$ cat src/rtl/nn_update_epoch_scheduler.sv
// nn_update_epoch_scheduler: sequences an updater bank through INIT, then settle/update epochs until
// the bank converges (enough consecutive calm epochs) or the epoch budget runs out.
module nn_update_epoch_scheduler #(
    parameter int NP          = 16,
    parameter int N_WIN       = 12,
    parameter int N_EPOCH     = 10,
    parameter int N_PAT       = 4,
    parameter int INIT_CYCLES = 2,
    localparam int NO         = $clog2(NP + 1)
) (
    input  logic               clk_i,
    input  logic               rst_ni,
    input  logic               start_i,
    input  logic               abort_i,
    input  logic [N_WIN-1:0]   window_len_i,
    input  logic [N_WIN-1:0]   settle_len_i,
    input  logic [N_EPOCH-1:0] max_epoch_i,
    input  logic [NO-1:0]      conv_thresh_i,
    input  logic [N_PAT-1:0]   conv_patience_i,
    input  logic [NP-1:0]      dir_change_i,
    output logic               init_o,
    output logic               en_o,
    output logic               busy_o,
    output logic               done_o,
    output logic               converged_o,
    output logic [N_EPOCH-1:0] epoch_count_o,
    output logic [NO-1:0]      osc_count_o
);
    typedef enum logic [2:0] {S_IDLE, S_INIT, S_SETTLE, S_UPDATE, S_EVAL, S_DONE} state_t;

    localparam logic [N_WIN-1:0] INIT_LAST = N_WIN'(INIT_CYCLES - 1);

    state_t             state_q, state_d, first_ph;
    logic [N_WIN-1:0]   cnt_q, cnt_d, win_q, settle_q;
    logic [N_EPOCH-1:0] max_q, epoch_q, epoch_d, epoch_next;
    logic [NO-1:0]      thresh_q, osc_q, osc_d, osc_now;
    logic [N_PAT-1:0]   pat_q, calm_q, calm_d, calm_next;
    logic [NP-1:0]      sticky_q, sticky_d, flags;
    logic               conv_q, conv_d, load;
    logic               init_q, en_q, busy_q, done_q;

    assign init_o        = init_q;
    assign en_o          = en_q;
    assign busy_o        = busy_q;
    assign done_o        = done_q;
    assign converged_o   = conv_q;
    assign epoch_count_o = epoch_q;
    assign osc_count_o   = osc_q;

    assign first_ph   = settle_q == '0 ? S_UPDATE : S_SETTLE;
    // Flags raised in the EVAL cycle itself still belong to the epoch just ending.
    assign flags      = sticky_q | dir_change_i;
    assign epoch_next = epoch_q + N_EPOCH'(1);
    assign calm_next  = osc_now > thresh_q ? '0 : (calm_q == '1 ? calm_q : calm_q + N_PAT'(1));

    always_comb begin
        osc_now = '0;
        for (int i = 0; i < NP; i++) osc_now = osc_now + NO'(flags[i]);
    end

    always_comb begin
        state_d  = state_q;
        cnt_d    = cnt_q;
        sticky_d = sticky_q;
        calm_d   = calm_q;
        epoch_d  = epoch_q;
        osc_d    = osc_q;
        conv_d   = conv_q;
        load     = 1'b0;
        if (abort_i) begin
            state_d = S_IDLE;
            cnt_d   = '0;
        end else begin
            case (state_q)
                S_IDLE, S_DONE: if (start_i) begin
                    state_d  = S_INIT;
                    cnt_d    = '0;
                    sticky_d = '0;
                    calm_d   = '0;
                    epoch_d  = '0;
                    osc_d    = '0;
                    conv_d   = 1'b0;
                    load     = 1'b1;
                end
                S_INIT: begin
                    state_d = cnt_q == INIT_LAST ? first_ph : S_INIT;
                    cnt_d   = cnt_q == INIT_LAST ? '0 : cnt_q + N_WIN'(1);
                end
                S_SETTLE: begin
                    state_d = cnt_q == settle_q - N_WIN'(1) ? S_UPDATE : S_SETTLE;
                    cnt_d   = cnt_q == settle_q - N_WIN'(1) ? '0 : cnt_q + N_WIN'(1);
                end
                S_UPDATE: begin
                    sticky_d = flags;
                    state_d  = cnt_q == win_q - N_WIN'(1) ? S_EVAL : S_UPDATE;
                    cnt_d    = cnt_q == win_q - N_WIN'(1) ? '0 : cnt_q + N_WIN'(1);
                end
                S_EVAL: begin
                    osc_d    = osc_now;
                    epoch_d  = epoch_next;
                    calm_d   = calm_next;
                    sticky_d = '0;
                    conv_d   = calm_next == pat_q;
                    state_d  = (calm_next == pat_q || epoch_next == max_q) ? S_DONE : first_ph;
                end
                default: state_d = S_IDLE;
            endcase
        end
    end

    always_ff @(posedge clk_i or negedge rst_ni) begin
        if (!rst_ni) begin
            state_q  <= S_IDLE;
            cnt_q    <= '0;
            win_q    <= '0;
            settle_q <= '0;
            max_q    <= '0;
            thresh_q <= '0;
            pat_q    <= '0;
            sticky_q <= '0;
            calm_q   <= '0;
            epoch_q  <= '0;
            osc_q    <= '0;
            conv_q   <= 1'b0;
            init_q   <= 1'b0;
            en_q     <= 1'b0;
            busy_q   <= 1'b0;
            done_q   <= 1'b0;
        end else begin
            state_q  <= state_d;
            cnt_q    <= cnt_d;
            sticky_q <= sticky_d;
            calm_q   <= calm_d;
            epoch_q  <= epoch_d;
            osc_q    <= osc_d;
            conv_q   <= conv_d;
            init_q   <= state_d == S_INIT;
            en_q     <= state_d == S_UPDATE;
            busy_q   <= !(state_d inside {S_IDLE, S_DONE});
            done_q   <= state_d == S_DONE;
            if (load) begin
                // Zero lengths/budgets are stored as 1 so the compares below need no special case.
                win_q    <= window_len_i == '0 ? N_WIN'(1) : window_len_i;
                settle_q <= settle_len_i;
                max_q    <= max_epoch_i == '0 ? N_EPOCH'(1) : max_epoch_i;
                thresh_q <= conv_thresh_i;
                pat_q    <= conv_patience_i == '0 ? N_PAT'(1) : conv_patience_i;
            end
        end
    end
endmodule
$ cat config.mk
export PLATFORM = sky130hd
export DESIGN_NAME = nn_update_epoch_scheduler
export DESIGN_NICKNAME = d
export VERILOG_FILES = /design/src/rtl/nn_update_epoch_scheduler.sv
export SDC_FILE = /design/constraint.sdc
export NUM_CORES = 1
export LEC_CHECK = 0
export ABC_CLOCK_PERIOD_IN_PS = 13750
export BUFFER_PORTS_ARGS = -buffer_cell sky130_fd_sc_hd__buf_2
export CORE_MARGIN = 2
export CORE_UTILIZATION = 45
export DETAILED_ROUTE_END_ITERATION = 8
export RECOVER_POWER = 50
export SYNTH_ARGS = -nofsm -noshare
export SYNTH_HDL_FRONTEND = slang
export SYNTH_SLANG_ARGS = --single-unit
$ cat constraint.sdc
create_clock -name clk_i -period 13.75 [get_ports clk_i]
set_input_delay 1.375 -clock clk_i [delete_from_list [all_inputs] [get_ports clk_i]]
set_output_delay 1.375 -clock clk_i [all_outputs]
set_load 0.03 [all_outputs]
# Word level (Yosys, flattened, before mapping)

Index checks and enable logic that the tools add are counted.

Output and inout bits: 20
Word-level logic and storage cells: 103
Register bits after elaboration: 98
Input port bits: 63

Equality and inequality tests: 16
Magnitude comparators: 1
Reduce and logical (&&, ||, !) cells: 16
Add/subtract/negate cells: 20
Multiplexer cells: 32
Bitwise logic cells: 2

Operators with widths:

| cell                    | count |
|---|---|
| $mux W12                | 6 |
| $add A5 B1 Y5           | 11 |
| $pmux W12 S4            | 1 |
| $pmux W16 S3            | 1 |
| $eq A12 B12 Y1          | 2 |
| $logic_not A12 Y1       | 2 |
| $sub A12 B1 Y12 const B | 2 |
| $mux W10                | 2 |
| $pmux W10 S2            | 1 |
| $mux W16                | 1 |
| $mux W4                 | 4 |
| $or A16 B16 Y16         | 1 |
| $pmux W3 S5             | 1 |
| $add A12 B1 Y12 const B | 1 |
| $eq A12 B1 Y1 const B   | 1 |
| $mux W3                 | 4 |
| $add A10 B1 Y10 const B | 1 |
| $eq A10 B10 Y1          | 1 |
| $logic_not A10 Y1       | 1 |
| $pmux W5 S2             | 1 |
| $eq A3 B2 Y1 const B    | 3 |
| $eq A3 B3 Y1 const B    | 3 |
| $pmux W4 S2             | 1 |
| $eq A3 B1 Y1 const B    | 2 |
| other kinds (25)        | 33 |

# Logic depth before layout (Yosys ltp)

Depth after elaboration: 26
Mapped depth: 22
Mapped depth without buffers: 21

# Least setup slack after synthesis

Ideal clock, no wire load.

Kind: input-to-reg
From: input dir_change_i[5]
To: register init_q (netlist: init_o)
Path buffers: 0
Slack: 7446 ps
Data arrival time: 6237 ps
Stages on the path: 20
Cells stage by stage: or2_2 -> fa_1 -> fa_1 -> fa_1 -> inv_1 -> fa_1 -> inv_1 -> ha_1 -> fa_1 -> a21oi_1 -> nor2b_1 -> ha_1 -> a21oi_1 -> nand2_1 -> o22ai_1 -> mux2i_1 -> nor4_1 -> or3_1 -> nor2_1 -> and3_1

Cells in the longest elaborated chain, start to end: 20

Ends and longest elaborated chain:

| what                        | line | RTL |
|---|---|---|
| from (decl)                 | 20   | `input logic [NP-1:0] dir_change_i,` |
| $or A16 B16 Y16             | 52   | `assign flags = sticky_q \| dir_change_i;` |
| $add A5 B1 Y5 (11 in a row) | 58   | `for (int i = 0; i < NP; i++) osc_now = osc_now + NO'(flags[i]);` |
| $gt A5 B5 Y1                | 54   | `assign calm_next = osc_now > thresh_q ? '0 : (calm_q == '1 ? calm_q : calm_q + N_PAT'(1));` |
| $mux W4                     | 54   |  |
| $eq A4 B4 Y1                | 104  | `state_d = (calm_next == pat_q \|\| epoch_next == max_q) ? S_DONE : first_ph;` |
| $logic_or A1 B1 Y1          | 104  |  |
| $mux W3                     | 104  |  |
| $pmux W3 S5                 | 74   | `case (state_q)` |
| $mux W3                     | 70   | `if (abort_i) begin` |
| $eq A3 B1 Y1                | 137  | `init_q <= state_d == S_INIT;` |
| to (signal assigned)        | 125  | `init_q <= 1'b0;` |
| to (signal assigned)        | 137  |  |
| to (decl)                   | 40   | `logic init_q, en_q, busy_q, done_q;` |

Every way passes these cells.
A chain may end at the register's enable or synchronous reset.

# Final worst setup path

Ends and elaborated chain as after synthesis.

==> impl_metrics.env <==
export IMPL_combPwrFrac_pct=54.3
export IMPL_skew_ns=0.009444
export IMPL_synth_top_cell_area_share_pct=40.07
export IMPL_drt_total_wl_um=13750
export IMPL_reg2reg_setup_slack_ns=8.06
export IMPL_powerDensity_nw_per_um2=236.1
export IMPL_die_h_um=120.6
export IMPL_worst_setup_path_end_kind="register"
export IMPL_swShare_pct=42.42
export IMPL_p_clk_share_pct=15.8
export IMPL_use_met1_pct=26.62
export IMPL_p_leak_nw=3.001
export IMPL_finalSetupViolCount=0
export IMPL_met2_usage_pct=32.03
export IMPL_grt_usage_pct=19.98
export IMPL_synth_edf_count=0
export IMPL_drt_iter0_drc=261
export IMPL_rows=42
export IMPL_ctsHoldBuffers=0
export IMPL_nets=796
export IMPL_internal_power_w=0.0009413
export IMPL_syn_inst=647
export IMPL_port_buffers=82
export IMPL_synth_area_um2=6121
export IMPL_grt_use_met3_pct=4.811
export IMPL_min_period_over_period_pct=46.98
export IMPL_synth_largest_area_cell="dfrtp_1"
export IMPL_drive_gt1_share_pct=21.52
export IMPL_fmax_ghz=0.1548
export IMPL_firstDrtPassIters=4
export IMPL_slew_headroom_pct=-90.68
export IMPL_clkTransAtPathRegs_ns=0.07
export IMPL_timing_final_max_slew_violations=101
export IMPL_detail_route_antenna_nets=0
export IMPL_crit_type="in2reg"
export IMPL_ir_worst_vdd_uv=183.8
export IMPL_root_buffer="clkbuf_16"
export IMPL_place_area_um2=6645
export IMPL_post_cts_buffers=0
export IMPL_hold_violations=0
export IMPL_place_congestion=0.8693
export IMPL_final_cell_area_um2=6923
export IMPL_failed_checks="max-capacitance violations, max-slew violations"
export IMPL_grt_pass1_vias=4816
export IMPL_cts_tree="yes"
export IMPL_diodes=0
export IMPL_yosys_warnings=0
export IMPL_hp_class="reg2reg"
export IMPL_synth_common_cells="98 x dfrtp_1, 53 x nor2_1, 50 x nand2_1"
export IMPL_synth_avg_cell_area_um2=9.460
export IMPL_seqPwrFrac_pct=29.8
export IMPL_synth_area_leaders="dfrtp_1 40%, mux2_2 8.1%, xnor2_1 4.1%"
export IMPL_syn_num_nets=736
export IMPL_viasPerCell=5.599
export IMPL_wl_per_cell_um=15.50
export IMPL_setup_tns_final_ns=0
export IMPL_areaGrowthSynthToFinish_pct=13.10
export IMPL_htree_levels=3
export IMPL_async_flop_share_pct=100.0
export IMPL_start_util_pct=46.22
export IMPL_die_area_um2=14550
export IMPL_cts_buffers=9
export IMPL_antenna_found_initial=0
export IMPL_path_max_fanout=3
export IMPL_gr_total_overflow=0
export IMPL_rsz0062_at_grt="no"
export IMPL_startpoint_type="input pin"
export IMPL_yosysMostFrequentCell="dfrtp_1"
export IMPL_worstPathRequired_ns=14.03
export IMPL_yosysSeqAreaShare_pct=40.07
export IMPL_p_sw_w=0.0006934
export IMPL_worst_pin_slew_ns=2.860
export IMPL_grt_pass1_wl_um=23250
export IMPL_ys_flop_type="dfrtp_1"
export IMPL_grt_start_max_net_pins=55
export IMPL_remaining_drc_errors=0
export IMPL_io_pins=83
export IMPL_ctsResizeCount=0
export IMPL_die_width_um=120.6
export IMPL_grt_busiest_layer="met2"
export IMPL_min_period_ns=6.460
export IMPL_vias=4966
export IMPL_ys_seq_elements=98
export IMPL_worst_r2r_cell_count=20
export IMPL_synth_cell_types=64
export IMPL_cap_violations=2
export IMPL_cts_sinks=98
export IMPL_fillers=1264
export IMPL_hold_depth=2
export IMPL_clk_insertion_delay_late_ns=0.35
export IMPL_worstPathArrival_ns=6.74
export IMPL_outcome="complete, but fails checks"
export IMPL_core_area_um2=13240
export IMPL_clockBufferDepth=2
export IMPL_place_detailed_hpwl_um=10160
layer usage:
layer  part of all wire [%]  wire length [µm]
met3                    4.9               679
met1                     48              6587
met4                    1.1               151
met5                      0                 0
met2                     46              6333
placed cells by master, fill, tap and decap left out, types with 7 or more instances in the layout:
master	instances
dfrtp_1	98
buf_2	71
nor2_1	53
nand2_1	50
mux2_2	44
a21oi_1	35
inv_1	29
xnor2_1	29
o21ai_0	26
nand3_1	18
nor3_1	18
xor2_1	16
ha_1	16
or2_2	14
nor4_1	14
clkbuf_1	12
fa_1	10
nor2b_1	9
a31oi_1	9
clkbuf_16	9
nand2b_1	7
mux2i_1	7
a22o_1	7
o21ai_1	7
registers in the layout, indices dropped and copies added, names as in the netlist, 3 cells and up:
signal and count:
state_q 3, epoch_count_o 10, pat_q 4, max_q 10, osc_count_o 5, calm_q 4
settle_q 12, thresh_q 5, sticky_q 16, cnt_q 12, win_q 12
cell type report:
cell class              count  area [µm²]  share of cell area [%]
multi-input cells         483        3420                   49.39
flip-flops and latches     98        2452                   35.42
repair buffers             85       415.4                   6.000
clock buffers              10       239.0                   3.452
well taps                 176       220.2                   3.181
inverters                  30       112.6                   1.627
clock inverters             5       63.81                  0.9217
through the flow:
step / utilization, % / setup slack [ns] / power, W / hold slack, ns / cells
after floorplan: - / 7.446 / 0.001177 / 0.4545 / 647
after global placement: 50.18 / 7.050 / 0.001346 / 0.4674 / 872
after detailed placement: 50.18 / 6.959 / 0.001385 / 0.4732 / 872
after CTS: 52.47 / 7.308 / 0.001655 / 0.4902 / 887
after global routing: 52.28 / 7.059 / 0.001815 / 0.5129 / 887
final: 52.28 / 7.290 / 0.001635 / 0.4863 / 887
critical path, cell delays in order:
cell and delay (ns):
buf_2 0.10, or2_2 0.31, fa_1 0.57, fa_1 0.44
fa_1 0.54, inv_1 0.05, fa_1 0.53, inv_1 0.04
ha_1 0.21, fa_1 0.41, a21oi_1 0.14, nor2b_1 0.08
ha_1 0.31, a21oi_1 0.15, nand2_1 0.06, o22ai_1 0.25
mux2i_1 0.30, nor4_1 0.10, or3_1 0.37, nor2_1 0.19
and3_1 0.19
cell families after synthesis:
kind of cell               share of synthesized area (%)
muxes                                              9.240
and+or+nand+nor                                    19.38
xor gates and xnor gates                           6.439
adders and majority gates                          6.705
DFF                                                40.07
buffers and inverters                              4.068
AOI/OAI and AO/OA                                  14.10
power groups by stage:
stage / combinational [W] / clock (W) / sequential (W)
2_1_floorplan: 0.000721 / 0 / 0.000456
3_3_place_gp: 0.000859 / 0 / 0.000488
3_5_place_dp: 0.000893 / 0 / 0.000492
4_1_cts: 0.000901 / 0.000267 / 0.000487
5_1_grt: 0.00103 / 0.000280 / 0.000505
6_report: 0.000888 / 0.000259 / 0.000488
final timing paths:
path / from / to
setup / recovery: dir_change_i[5] / init_o
setup reg to reg: sticky_q[5] / init_o
hold / removal: sticky_q[2] / sticky_q[2]
hold reg to reg: sticky_q[2] / sticky_q[2]
max in group asynchronous: rst_ni / thresh_q[0]
min in group asynchronous: rst_ni / settle_q[1]
No activity file was read; power rests on OpenSTA's default activity.
